`src/rtl/lc2k_instr_encoder_loader_if.sv`:
```
// Field-beat stream into the LC2K encoder and the instruction-memory write port it drives.
// The loader takes the slave side; the producer or bench takes the master side.
interface lc2k_instr_encoder_loader_if #(
    parameter int ADDR_W = 16
);
    logic              in_valid;
    logic              in_ready;
    logic [2:0]        in_opcode;
    logic [2:0]        in_regA;
    logic [2:0]        in_regB;
    logic [2:0]        in_destReg;
    logic [15:0]       in_offset;
    logic              mem_we;
    logic [ADDR_W-1:0] mem_addr;
    logic [24:0]       mem_wdata;

    modport slave (
        input  in_valid, in_opcode, in_regA, in_regB, in_destReg, in_offset,
        output in_ready, mem_we, mem_addr, mem_wdata
    );

    modport master (
        output in_valid, in_opcode, in_regA, in_regB, in_destReg, in_offset,
        input  in_ready, mem_we, mem_addr, mem_wdata
    );
endinterface

```
`src/rtl/lc2k_instr_encoder_loader.sv`:
```
// Packs LC2K instruction fields into 25-bit words and writes them to consecutive addresses, 1 cycle after acceptance.
// in_ready is high only while RUN; the session ends on HALT or on writing the last address.
module lc2k_instr_encoder_loader #(
    parameter int ADDR_W = 16
) (
    input  logic                      clk,
    input  logic                      rst,
    input  logic                      start,
    input  logic [ADDR_W-1:0]         base_addr,
    lc2k_instr_encoder_loader_if.slave bus,
    output logic                      busy,
    output logic                      done,
    output logic                      halt_seen,
    output logic                      full,
    output logic [ADDR_W:0]           word_count
);

    typedef enum logic [1:0] {
        S_IDLE = 2'd0,
        S_RUN  = 2'd1,
        S_DONE = 2'd2
    } state_t;

    localparam logic [2:0] OP_ADD  = 3'b000;
    localparam logic [2:0] OP_NOR  = 3'b001;
    localparam logic [2:0] OP_LW   = 3'b010;
    localparam logic [2:0] OP_SW   = 3'b011;
    localparam logic [2:0] OP_BEQ  = 3'b100;
    localparam logic [2:0] OP_JALR = 3'b101;
    localparam logic [2:0] OP_HALT = 3'b110;

    state_t            state_q, state_d;
    logic [ADDR_W-1:0] addr_q, addr_d;
    logic [ADDR_W:0]   word_count_q, word_count_d;
    logic              halt_seen_q, halt_seen_d;
    logic              full_q, full_d;
    logic              mem_we_q, mem_we_d;
    logic [ADDR_W-1:0] mem_addr_q, mem_addr_d;
    logic [24:0]       mem_wdata_q, mem_wdata_d;
    logic              accept;

    function automatic logic [24:0] encode(input logic [2:0] op, input logic [2:0] ra,
                                           input logic [2:0] rb, input logic [2:0] rd,
                                           input logic [15:0] off);
        logic [24:0] w;
        w = {op, ra, rb, 16'h0000};
        case (op)
            OP_ADD, OP_NOR:        w[2:0]  = rd;
            OP_LW, OP_SW, OP_BEQ:  w[15:0] = off;
            OP_JALR:               w[15:0] = 16'h0000;
            default:               w[21:0] = 22'd0;
        endcase
        return w;
    endfunction

    assign accept = (state_q == S_RUN) && bus.in_valid;

    always_comb begin
        state_d      = state_q;
        addr_d       = addr_q;
        word_count_d = word_count_q;
        halt_seen_d  = halt_seen_q;
        full_d       = full_q;
        mem_we_d     = 1'b0;
        mem_addr_d   = mem_addr_q;
        mem_wdata_d  = mem_wdata_q;
        case (state_q)
            S_IDLE, S_DONE: begin
                if (start) begin
                    state_d      = S_RUN;
                    addr_d       = base_addr;
                    word_count_d = '0;
                    halt_seen_d  = 1'b0;
                    full_d       = 1'b0;
                end
            end
            S_RUN: begin
                if (accept) begin
                    mem_we_d     = 1'b1;
                    mem_addr_d   = addr_q;
                    mem_wdata_d  = encode(bus.in_opcode, bus.in_regA, bus.in_regB,
                                          bus.in_destReg, bus.in_offset);
                    addr_d       = addr_q + {{(ADDR_W-1){1'b0}}, 1'b1};
                    word_count_d = word_count_q + {{ADDR_W{1'b0}}, 1'b1};
                    // HALT and last-address are independent; both flags may set on one beat.
                    if (bus.in_opcode == OP_HALT) begin
                        halt_seen_d = 1'b1;
                        state_d     = S_DONE;
                    end
                    if (addr_q == {ADDR_W{1'b1}}) begin
                        full_d  = 1'b1;
                        state_d = S_DONE;
                    end
                end
            end
            default: state_d = S_IDLE;
        endcase
    end

    always_ff @(posedge clk) begin
        if (rst) begin
            state_q      <= S_IDLE;
            addr_q       <= '0;
            word_count_q <= '0;
            halt_seen_q  <= 1'b0;
            full_q       <= 1'b0;
            mem_we_q     <= 1'b0;
            mem_addr_q   <= '0;
            mem_wdata_q  <= '0;
        end else begin
            state_q      <= state_d;
            addr_q       <= addr_d;
            word_count_q <= word_count_d;
            halt_seen_q  <= halt_seen_d;
            full_q       <= full_d;
            mem_we_q     <= mem_we_d;
            mem_addr_q   <= mem_addr_d;
            mem_wdata_q  <= mem_wdata_d;
        end
    end

    assign bus.in_ready  = (state_q == S_RUN);
    assign bus.mem_we    = mem_we_q;
    assign bus.mem_addr  = mem_addr_q;
    assign bus.mem_wdata = mem_wdata_q;
    assign busy          = (state_q == S_RUN);
    assign done          = (state_q == S_DONE);
    assign halt_seen     = halt_seen_q;
    assign full          = full_q;
    assign word_count    = word_count_q;

endmodule

```
`src/flat_wrapper.sv`:
```
// flat-port wrapper written by rule: the top's interface ports become plain ports
module lc2k_instr_encoder_loader_flat 
#(
    parameter int ADDR_W = 16
)
  (clk, rst, start, base_addr, busy, done, halt_seen, full, word_count, bus_in_valid, bus_in_opcode, bus_in_regA, bus_in_regB, bus_in_destReg, bus_in_offset, bus_in_ready, bus_mem_we, bus_mem_addr, bus_mem_wdata);
  lc2k_instr_encoder_loader_if #(.ADDR_W(ADDR_W)) bus_i ();
  input  logic clk;
  input  logic rst;
  input  logic start;
  input  logic [ADDR_W-1:0] base_addr;
  output logic busy;
  output logic done;
  output logic halt_seen;
  output logic full;
  output logic [ADDR_W:0] word_count;
  input wire logic [$bits(bus_i.in_valid)-1:0] bus_in_valid;
  input wire logic [$bits(bus_i.in_opcode)-1:0] bus_in_opcode;
  input wire logic [$bits(bus_i.in_regA)-1:0] bus_in_regA;
  input wire logic [$bits(bus_i.in_regB)-1:0] bus_in_regB;
  input wire logic [$bits(bus_i.in_destReg)-1:0] bus_in_destReg;
  input wire logic [$bits(bus_i.in_offset)-1:0] bus_in_offset;
  output wire logic [$bits(bus_i.in_ready)-1:0] bus_in_ready;
  output wire logic [$bits(bus_i.mem_we)-1:0] bus_mem_we;
  output wire logic [$bits(bus_i.mem_addr)-1:0] bus_mem_addr;
  output wire logic [$bits(bus_i.mem_wdata)-1:0] bus_mem_wdata;
  assign bus_i.in_valid = bus_in_valid;
  assign bus_i.in_opcode = bus_in_opcode;
  assign bus_i.in_regA = bus_in_regA;
  assign bus_i.in_regB = bus_in_regB;
  assign bus_i.in_destReg = bus_in_destReg;
  assign bus_i.in_offset = bus_in_offset;
  assign bus_in_ready = bus_i.in_ready;
  assign bus_mem_we = bus_i.mem_we;
  assign bus_mem_addr = bus_i.mem_addr;
  assign bus_mem_wdata = bus_i.mem_wdata;
  lc2k_instr_encoder_loader #(.ADDR_W(ADDR_W)) u_core (.clk(clk), .rst(rst), .start(start), .base_addr(base_addr), .bus(bus_i), .busy(busy), .done(done), .halt_seen(halt_seen), .full(full), .word_count(word_count));
endmodule
```
`config.mk`:
```
export PLATFORM = sky130hd
export DESIGN_NAME = lc2k_instr_encoder_loader_flat
export DESIGN_NICKNAME = d
export VERILOG_FILES = /design/src/rtl/lc2k_instr_encoder_loader_if.sv /design/src/rtl/lc2k_instr_encoder_loader.sv /design/src/flat_wrapper.sv
export SDC_FILE = /design/constraint.sdc
export NUM_CORES = 1
export LEC_CHECK = 0
export BUFFER_PORTS_ARGS = -buffer_cell sky130_fd_sc_hd__buf_2
export CORE_ASPECT_RATIO = 0.7
export CORE_MARGIN = 3
export CORE_UTILIZATION = 46
export CTS_CLUSTER_SIZE = 14
export DETAILED_ROUTE_END_ITERATION = 8
export HOLD_SLACK_MARGIN = 0.12
export PLACE_DENSITY = 0.81
export SKIP_CTS_REPAIR_TIMING = 1
export SYNTH_ARGS = -nofsm -noshare
export SYNTH_HDL_FRONTEND = slang
export SYNTH_SLANG_ARGS = --single-unit
```
`constraint.sdc`:
```
create_clock -name clk -period 1.57 [get_ports clk]
set_input_delay 0.314 -clock clk [delete_from_list [all_inputs] [get_ports clk]]
set_output_delay 0.314 -clock clk [all_outputs]
set_load 0.005 [all_outputs]
```
==> results.toml <==
[synth]
synth_cell_types = 58
synth_cells = 420
synth_area_leaders = "dfxtp_1 (45%), a21oi_1 (7.5%), nand2_1 (6.6%), nor2_1 (4.3%), a22oi_1 (3.0%)"
synth_top_cell_by_area = "dfxtp_1"
synth_edf_count = 0
yosys_warnings = 0
synth_ff_type = "dfxtp_1"
ys_ff_latch = 79
synth_top_area_share_pct = 45.5
syn_area_um2 = 3480
async_flop_share_pct = 0
syn_nets = 470
postSynthAreaPerCell_um2 = 8.28
synth-seq-area-share_pct = 45.5

[floorplan]
ios = 112
dieArea_um2 = 8660
initial_core_util_pct = 49.4
num_rows = 25
die_w_um = 110
dieHeight_um = 78.8
core_um2 = 7040

[clock_tree]
cts_tree = "done"
path_clk_slew_ps = 90
clock-sinks = 79
clockBufferDepth = 2
htree_levels = 3
clockRootBuffer = "clkbuf_8"
clk_latency_ps = 370
numCtsBuffers = 9

[hold_path]
min_path_type = "in -> reg"

[power_and_ir_drop]
seqPwrFrac_pct = 50.8
ir_drop_v = 0.000578
cell_internal_pwr_mw = 2.97
power.density_nw_per_um2 = 891
combPwrFrac_pct = 14.3
p_switching_mw = 1.26
total_leakage_power_nw = 2.05
clkPwrFrac_pct = 34.8
switching_share_pct = 29.8

[place]
dpl_worst_slack_ps = -75.9
place_congestion = 0.884
dp_hpwl_mm = 7.55
dp_cells = 644
io_buffer_count = 111

[timing]
hold_viol_final = 0
timing.fmax_mhz = 649
setup_slack_ps = 30.3
finalSetupViolCount = 0
slew_headroom_pct = 73.9
fin_skew_ps = 9.69
drv_slew = 0
tightestPinTransition_ps = 390
rsz0062_at_grt = "yes"
finalCriticalPeriod_ps = 1540
post-route-period-util_pct = 98.1
hold_slack_ps = 171

[final_layout]
syn2layout_area_growth_pct = 36.1
nFillCells = 576
seqCellArea_um2 = 1590
layout_commonest_cell = "buf_2"
fin_nets = 620
finalNonFillerCells = 669
n_antenna_cell = 0
multi_input_area_um2 = 1800
final_cell_mix = "buf_2 (111), dfxtp_1 (69), nand2_1 (60), buf_4 (53), a21oi_1 (51)"
layout-drive-gt1-share_pct = 37.9

[global_route]
antenna_found_initial = 0
grt_overflow = 0
track_usage_pct = 24.4
grt_pass1_wl_mm = 16.8
grt_pass1_vias = 3658
grt_max_degree = 28

[worst_setup_path]
worst-path-max-fanout = 6
cp-start-kind = "register"
cp.arrival_ps = 1800
critPathKind = "reg -> reg"
endpoint_kind = "register"
cp.required_ps = 1830

[detailed_routing]
avgRoutedWirePerCell_um = 15.7
drt-initial-drc-count = 281
vias = 3821
drc_errors = 0
routed_wl_mm = 10.5
via_per_inst = 5.71
drt_first_pass_iters = 5
drt.antenna.violating_nets = 0

[job]
cap_violations = 0

[outcome]
status = "complete, no violations"
flip-flops by register name, summed over array words and instances (netlist names):
| name | cells |
|---|---|
| u_core.bus.mem_wdata | 25 |
| u_core.word_count | 17 |
| u_core.addr_q | 16 |
| u_core.bus.mem_addr | 16 |
| u_core.state_q | 2 |
| u_core.bus.mem_we | 1 |
| u_core.full | 1 |
| u_core.halt_seen | 1 |
power groups by stage:
stage / sequential (mW) / clock [mW] / combinational, mW
after detailed placement: 2.18 / 0 / 0.564
after floorplan: 2.18 / 0 / 0.289
after CTS: 2.14 / 1.48 / 0.567
final: 2.15 / 1.47 / 0.605
after global routing: 2.16 / 1.59 / 0.665
after global placement: 2.18 / 0 / 0.547
stage by stage:
step / utilization [%] / setup TNS (ps) / area (µm²) / power (mW)
after floorplan: - / 0 / 3480 / 2.47
after global placement: 62.6 / 0 / 4410 / 2.73
after detailed placement: 62.6 / -336 / 4410 / 2.75
after CTS: 65.3 / -677 / 4600 / 4.19
after global routing: 67.3 / -181 / 4740 / 4.41
final: 67.3 / 0 / 4740 / 4.22
cell families after synthesis:
kind of cell | Yosys count | share of synthesized area, %
flops | 79 | 45.5
xor+xnor | 7 | 1.76
compound gates | 118 | 21.3
fa+ha+maj | 2 | 0.719
buf+inv | 34 | 4.24
simple gates | 175 | 25.1
mux | 5 | 1.44
metal layers:
metal | vias up | routed length [µm] | GRT usage (%)
li1 | 1810 | - | -
met1 | 1803 | 4370 | 30.2
met2 | 189 | 4880 | 38.9
met3 | 19 | 1090 | 9.26
met4 | 0 | 151 | 8.34
met5 | - | 0 | 0
synth_stat cells (2+ instances only):
cell type  count
nand4_1        7
buf_2          7
o2111ai_1      3
buf_1          3
nor4_1         3
and2_1         5
clkbuf_1      17
dfxtp_1       79
a31o_2         2
nor2b_1        3
and3_1         5
a31oi_1        3
nand2_1       61
a21oi_1       52
nor2_1        40
o31ai_1        4
or4_1          3
xor2_1         6
and4_1         4
inv_1          4
nand2b_1       2
or3_1          9
nor3_1         8
o31a_1         2
ha_1           2
a211oi_1       5
o21ai_0       19
nand3_1       15
a22oi_1       14
mux2i_1        5
layout make-up:
cell class,instances,share of cell area (%)
inverters,5,0.555
well taps,94,2.48
flip-flops and latches,79,33.7
clock inverters,7,1.35
repair buffers,168,21.3
multi-input cells,307,38.1
clock buffers,9,2.61
final timing paths:
kind                                        startpoint                      end  slack, ps  cells after the start
worst max-delay path                 u_core.state_q[0]         u_core.addr_q[5]         30                      5
worst min-delay path                  bus_in_offset[3]  u_core.bus.mem_wdata[3]        170                      3
worst max register to register       u_core.state_q[0]         u_core.addr_q[5]         30                      5
worst min register to register  u_core.bus.mem_addr[6]   u_core.bus.mem_addr[6]        450                      2
worst max-delay path, stage by stage (launching register included):
cell     delay [ps]
dfxtp_2         340
and3b_2         250
nor2_1          340
buf_4           220
nor2_1           50
o221a_2         230
No activity file was read; power rests on OpenSTA's default activity.
